**config.mk**
```make
export PLATFORM = sky130hd
export DESIGN_NAME = vga_text_render_flat
export DESIGN_NICKNAME = d
export VERILOG_FILES = /design/src/rtl/vga_pkg.sv /design/src/rtl/vga_text_render_if.sv /design/src/rtl/vga_sync_delay.sv /design/src/rtl/vga_text_render.sv /design/src/flat_wrapper.sv
export SDC_FILE = /design/constraint.sdc
export NUM_CORES = 1
export LEC_CHECK = 0
export BUFFER_PORTS_ARGS = -buffer_cell sky130_fd_sc_hd__buf_2
export CAP_MARGIN = 5
export CORE_MARGIN = 2
export CORE_UTILIZATION = 50
export CTS_BUF_LIST = sky130_fd_sc_hd__clkbuf_4
export CTS_CLUSTER_SIZE = 24
export DETAILED_ROUTE_END_ITERATION = 16
export PLACE_DENSITY = 0.88
export SYNTH_ARGS = -nofsm -noshare
export SYNTH_HDL_FRONTEND = slang
export SYNTH_HIERARCHICAL = 1
export SYNTH_SLANG_ARGS = --single-unit
```
**constraint.sdc**
```tcl
create_clock -name clk -period 5.25 [get_ports clk]
set_input_delay 1.575 -clock clk [delete_from_list [all_inputs] [get_ports clk]]
set_output_delay 1.575 -clock clk [all_outputs]
set_load 0.1 [all_outputs]
```
**src/rtl/vga_pkg.sv**
```systemverilog
// Shared constants and stage bundle for the VGA text renderer.
package vga_pkg;

  localparam int HBP              = 144;
  localparam int VBP              = 31;
  localparam int COLS             = 80;
  localparam int ROWS             = 30;
  localparam int GLYPH_W          = 8;
  localparam int GLYPH_H          = 16;
  localparam int CURSOR_FIRST_ROW = 14;
  localparam int RGB_W            = 8;
  localparam int BLINK_LOG2       = 5;

  typedef struct packed {
    logic [6:0] col;
    logic [4:0] row;
    logic [3:0] grow;
    logic [2:0] bidx;
    logic       inr;
  } pos_t;

endpackage

```
**src/rtl/vga_text_render_if.sv**
```systemverilog
// Character RAM and font ROM read ports of the text renderer.
interface vga_text_render_if;

  logic [11:0] char_addr;
  logic [7:0]  char_data;
  logic [10:0] font_addr;
  logic [7:0]  font_data;

  modport master (
    output char_addr,
    output font_addr,
    input  char_data,
    input  font_data
  );

  modport slave (
    input  char_addr,
    input  font_addr,
    output char_data,
    output font_data
  );

endinterface

```
**src/rtl/vga_sync_delay.sv**
```systemverilog
// N-stage delay line for {hsync, vsync, vidon}; o_tap is the
// value one stage before the output.
module vga_sync_delay #(
  parameter int N = 3
) (
  input  logic       clk,
  input  logic       rst,
  input  logic [2:0] i_sync,
  output logic [2:0] o_sync,
  output logic [2:0] o_tap
);

  logic [2:0] r_sr [N];

  always_ff @(posedge clk or posedge rst) begin
    if (rst) begin
      for (int i = 0; i < N; i++) r_sr[i] <= 3'b110;
    end else begin
      r_sr[0] <= i_sync;
      for (int i = 1; i < N; i++) r_sr[i] <= r_sr[i-1];
    end
  end

  assign o_sync = r_sr[N-1];
  assign o_tap  = r_sr[N-2];

endmodule

```
**src/rtl/vga_text_render.sv**
```systemverilog
// 80x30 text pixel pipeline: address, glyph fetch, font fetch,
// then registered RGB332 with syncs delayed to match.
module vga_text_render
  import vga_pkg::*;
#(
  parameter int P_HBP        = HBP,
  parameter int P_VBP        = VBP,
  parameter int P_COLS       = COLS,
  parameter int P_ROWS       = ROWS,
  parameter int P_BLINK_LOG2 = BLINK_LOG2
) (
  input  logic             clk,
  input  logic             rst,
  input  logic [9:0]       hc,
  input  logic [9:0]       vc,
  input  logic             hsync_i,
  input  logic             vsync_i,
  input  logic             vidon_i,
  vga_text_render_if.master mem,
  input  logic [6:0]       cursor_col,
  input  logic [4:0]       cursor_row,
  input  logic             cursor_en,
  input  logic [RGB_W-1:0] fg_color,
  input  logic [RGB_W-1:0] bg_color,
  output logic             hsync_o,
  output logic             vsync_o,
  output logic             vidon_o,
  output logic [RGB_W-1:0] rgb
);

  logic [9:0]  w_x;
  logic [8:0]  w_y;
  pos_t        w_pos;
  logic [11:0] w_addr;

  assign w_x = hc - 10'(P_HBP);
  assign w_y = vc[8:0] - 9'(P_VBP);

  assign w_pos.col  = w_x[9:3];
  assign w_pos.row  = w_y[8:4];
  assign w_pos.grow = w_y[3:0];
  assign w_pos.bidx = w_x[2:0];
  assign w_pos.inr  = (w_x[9:3] < 7'(P_COLS))
                   && (w_y[8:4] < 5'(P_ROWS));

  // row*80 as shifts keeps this a pair of adders
  assign w_addr = 12'({w_pos.row, 6'b0})
                + 12'({w_pos.row, 4'b0})
                + 12'(w_pos.col);

  pos_t             r_a, r_b;
  logic [11:0]      r_char_addr;
  logic [10:0]      r_font_addr;
  logic             r_inv;
  logic [RGB_W-1:0] r_rgb;

  logic                  r_vs_prev;
  logic [P_BLINK_LOG2-1:0] r_blink;
  logic                  w_tick;
  logic                  w_blink_on;

  logic [2:0]       w_tap;
  logic             w_pix;
  logic             w_hit;
  logic             w_on;
  logic [RGB_W-1:0] w_rgb;

  assign w_tick     = ~r_vs_prev & vsync_i;
  assign w_blink_on = ~r_blink[P_BLINK_LOG2-1];

  assign w_pix = mem.font_data[3'd7 - r_b.bidx];
  assign w_hit = cursor_en && w_blink_on
              && (r_b.col == cursor_col)
              && (r_b.row == cursor_row)
              && (r_b.grow >= 4'(CURSOR_FIRST_ROW));
  assign w_on  = (w_pix ^ r_inv ^ w_hit) && r_b.inr;
  assign w_rgb = w_tap[0] ? (w_on ? fg_color : bg_color)
                          : '0;

  always_ff @(posedge clk or posedge rst) begin
    if (rst) begin
      r_a         <= '0;
      r_b         <= '0;
      r_char_addr <= '0;
      r_font_addr <= '0;
      r_inv       <= 1'b0;
      r_rgb       <= '0;
      r_vs_prev   <= 1'b1;
      r_blink     <= '0;
    end else begin
      r_a         <= w_pos;
      r_char_addr <= w_addr;
      r_b         <= r_a;
      r_font_addr <= {mem.char_data[6:0], r_a.grow};
      r_inv       <= mem.char_data[7];
      r_rgb       <= w_rgb;
      r_vs_prev   <= vsync_i;
      if (w_tick) r_blink <= r_blink + 1'b1;
    end
  end

  assign mem.char_addr = r_char_addr;
  assign mem.font_addr = r_font_addr;
  assign rgb           = r_rgb;

  vga_sync_delay #(.N(3)) u_sync (
    .clk    (clk),
    .rst    (rst),
    .i_sync ({hsync_i, vsync_i, vidon_i}),
    .o_sync ({hsync_o, vsync_o, vidon_o}),
    .o_tap  (w_tap)
  );

endmodule
```
**src/flat_wrapper.sv**
```systemverilog
// flat-port wrapper written by rule: the top's interface ports become plain ports
module vga_text_render_flat import vga_pkg::*;
#(
  parameter int P_HBP        = HBP,
  parameter int P_VBP        = VBP,
  parameter int P_COLS       = COLS,
  parameter int P_ROWS       = ROWS,
  parameter int P_BLINK_LOG2 = BLINK_LOG2
)
  (clk, rst, hc, vc, hsync_i, vsync_i, vidon_i, cursor_col, cursor_row, cursor_en, fg_color, bg_color, hsync_o, vsync_o, vidon_o, rgb, mem_char_addr, mem_font_addr, mem_char_data, mem_font_data);
  vga_text_render_if mem_i ();
  input  logic clk;
  input  logic rst;
  input  logic [9:0] hc;
  input  logic [9:0] vc;
  input  logic hsync_i;
  input  logic vsync_i;
  input  logic vidon_i;
  input  logic [6:0] cursor_col;
  input  logic [4:0] cursor_row;
  input  logic cursor_en;
  input  logic [RGB_W-1:0] fg_color;
  input  logic [RGB_W-1:0] bg_color;
  output logic hsync_o;
  output logic vsync_o;
  output logic vidon_o;
  output logic [RGB_W-1:0] rgb;
  output wire logic [$bits(mem_i.char_addr)-1:0] mem_char_addr;
  output wire logic [$bits(mem_i.font_addr)-1:0] mem_font_addr;
  input wire logic [$bits(mem_i.char_data)-1:0] mem_char_data;
  input wire logic [$bits(mem_i.font_data)-1:0] mem_font_data;
  assign mem_char_addr = mem_i.char_addr;
  assign mem_font_addr = mem_i.font_addr;
  assign mem_i.char_data = mem_char_data;
  assign mem_i.font_data = mem_font_data;
  vga_text_render #(.P_HBP(P_HBP), .P_VBP(P_VBP), .P_COLS(P_COLS), .P_ROWS(P_ROWS), .P_BLINK_LOG2(P_BLINK_LOG2)) u_core (.clk(clk), .rst(rst), .hc(hc), .vc(vc), .hsync_i(hsync_i), .vsync_i(vsync_i), .vidon_i(vidon_i), .mem(mem_i), .cursor_col(cursor_col), .cursor_row(cursor_row), .cursor_en(cursor_en), .fg_color(fg_color), .bg_color(bg_color), .hsync_o(hsync_o), .vsync_o(vsync_o), .vidon_o(vidon_o), .rgb(rgb));
endmodule
```
==> impl_metrics.ini <==
[run_status]
outcome = finished, final reports clean

[logic_synthesis]
synth_warnings = 6
netlist_area_um2 = 3070
synthCells = 224
synth_fp_nets = 308
avgSynthCellArea_um2 = 13.7

[die]
die_area_um2 = 6790
die_y_um = 82.4
num_rows = 28
start_util = 0.519
core_region_area_um2 = 5920
die_w_um = 82.4
io_pins = 104

[drt]
avgViaCountPerCell = 4.78
detail_route.wl_per_cell_um = 13.9
totalWireLength_um = 5610
ant_nets = 0
dr_total_vias = 1926
drtIter0Drc = 44
drcViolationCount = 0
dr.pass1.iters = 4

[cells_and_area]
final_cell_area_um2 = 3740
final_nets = 407
n_antenna_cell = 0
register_area_um2 = 1990
nFillCells = 461
area_delta_synth_final_pct = 21.8
multi_input_area_um2 = 933
final_layout_size_suffix_gt1_frac = 0.396

[clock_network]
h-tree-depth = 3
postCtsSetupBuffers = 0
clk-insertion-delay-late_ns = 0.40
clock_sinks = 79
clock_path_buffers = 2
hold_buffers = 0
cts_resized = 0
cts_tree = done
cts-root-buf = clkbuf_4
clk_pin_slew_worst_paths_ns = 0.12
cts_made_buffers = 9

[placement]
place_area_um2 = 3580
dp_slack_ns = 0.869
place_congestion = 0.801
port_buffers = 102
dp_hpwl_um = 4230

[global_route]
grt_util_all_layers = 0.171
grt_pass1_wl_um = 8380
antenna_found_initial = 0
grt_max_degree = 40
grt_overflow = 0
grt_pass1_vias = 1862

[worst_hold_path]
hold_path_class = reg2reg

[sta]
fmax_ghz = 0.252
rsz0062_at_grt = no
period_needed_ns = 3.97
finalHoldViolCount = 0
worst_pin_slew_ns = 0.790
setup-violations-final = 0
slew_headroom = 0.472
finalCritPeriodShare = 0.756
finalSetupTns_ns = 0
slew_violations = 0
fin_ws_ns = 1.28
finalClockSkew_ns = 0.00492

[critical_path]
critPathKind = in2reg
cp_slowest_stage_delay_ns = 0.51
crit_required_ns = 5.55
cp-end-kind = flop
cp-start-kind = primary input
cp_max_fo = 4
crit_arrival_ns = 4.27
path_cells = buf_2 > ha_1 > a41o_1 > xnor2_1 > inv_1 > fa_1 > inv_1 > fa_1 > a21oi_1 > nor2_1 > nor2_1 > nor2b_1 > o21a_1
crit_slowest_cell = fa_1

[power]
vdd_drop_max_v = 0.000255
power_density_nw_per_um2 = 437
power_leakage_nw = 1.91

[job]
max_cap_violations = 0
[area by class of cell]
type | instances | share of cell area
inverter | 13 | 0.0130
timing repair buffer | 103 | 0.138
multi-input combinational | 117 | 0.249
sequential | 79 | 0.530
clock inverter | 7 | 0.0257
tap | 75 | 0.0251
clock buffer | 9 | 0.0180
[registers in the layout, summed over array words and instances, names as in the netlist]
signal and flops:
u_core/r_vs_prev 1, u_core/u_sync/o_tap 3, u_core/r_blink 5, u_core/mem.char_addr 12, u_core/r_b 16, u_core/u_sync/r_sr 3
u_core/mem.font_addr 11, u_core/r_inv 1, u_core/u_sync/o_sync 3, u_core/r_a 16, u_core/rgb 8
[layout by cell type, fill, tap and decap left out]
cell	count
nand2b_1	1
buf_2	102
ha_1	12
nand2_4	1
clkinv_4	1
a311oi_1	1
a21oi_1	4
mux4_2	1
o21bai_1	1
nand4_1	6
nor2_1	6
fa_1	2
nor2b_1	3
xnor2_2	1
clkbuf_4	9
and3_1	1
nor4_1	2
inv_1	12
a22oi_1	1
a41o_1	1
buf_4	1
clkinvlp_4	2
a211oi_1	1
inv_6	1
o21a_1	1
clkinv_1	1
mux2i_1	12
o21ai_0	1
dfrtp_1	72
bufinv_16	2
a21o_1	1
nand3_1	3
nand2_1	19
nor3_1	2
xor2_1	9
xnor2_1	22
inv_2	1
mux2_2	1
dfstp_2	7
o31a_1	1
[path summary, 6_finish.rpt]
kind | from | endpoint | slack [ns] | cells past startpoint
worst max-delay path | vc[0] | u_core/mem.char_addr[11] | 1.28 | 13
worst min-delay path | u_core/r_a[1] | u_core/r_b[1] | 0.36 | 0
worst max register to register | u_core/r_b[1] | u_core/rgb[2] | 3.23 | 6
worst min register to register | u_core/r_a[1] | u_core/r_b[1] | 0.36 | 0
max in group asynchronous | rst | u_core/mem.char_addr[0] | 3.06 | 3
min in group asynchronous | rst | u_core/u_sync/o_sync[0] | 1.11 | 2
[routing by layer]
layer  up-vias  global-route usage  wire (um)  share of wire
met4         0              0.0617         57          0.010
met3         6              0.0739        549          0.098
met5         -                   0          0              0
li1        925                   -          -              -
met1       916               0.164       2030           0.36
met2        79               0.321       2970           0.53
[per-stage QoR]
step	std cells	power (mW)	util	hold WS, ns
after floorplan	224	1.15	-	0.331
after global placement	387	1.24	0.605	0.332
after detailed placement	387	1.25	0.605	0.335
after CTS	403	1.65	0.632	0.356
after global routing	403	1.71	0.632	0.361
final	403	1.64	0.632	0.361
[report_power, final]
part	total (mW)	internal (mW)	switching, mW
combinational	0.509	0.118	0.391
clock	0.400	0.194	0.206
sequential	0.728	0.690	0.0381
total	1.64	1.00	0.634
[critical path, delay by kind of cell]
family | cells | cell delay (ns)
compound gates | 3 | 0.60
fa+ha+maj | 3 | 1.19
simple gates | 3 | 0.30
buf+inv | 3 | 0.30
xor+xnor | 1 | 0.32
No activity file was read; power rests on OpenSTA's default activity.
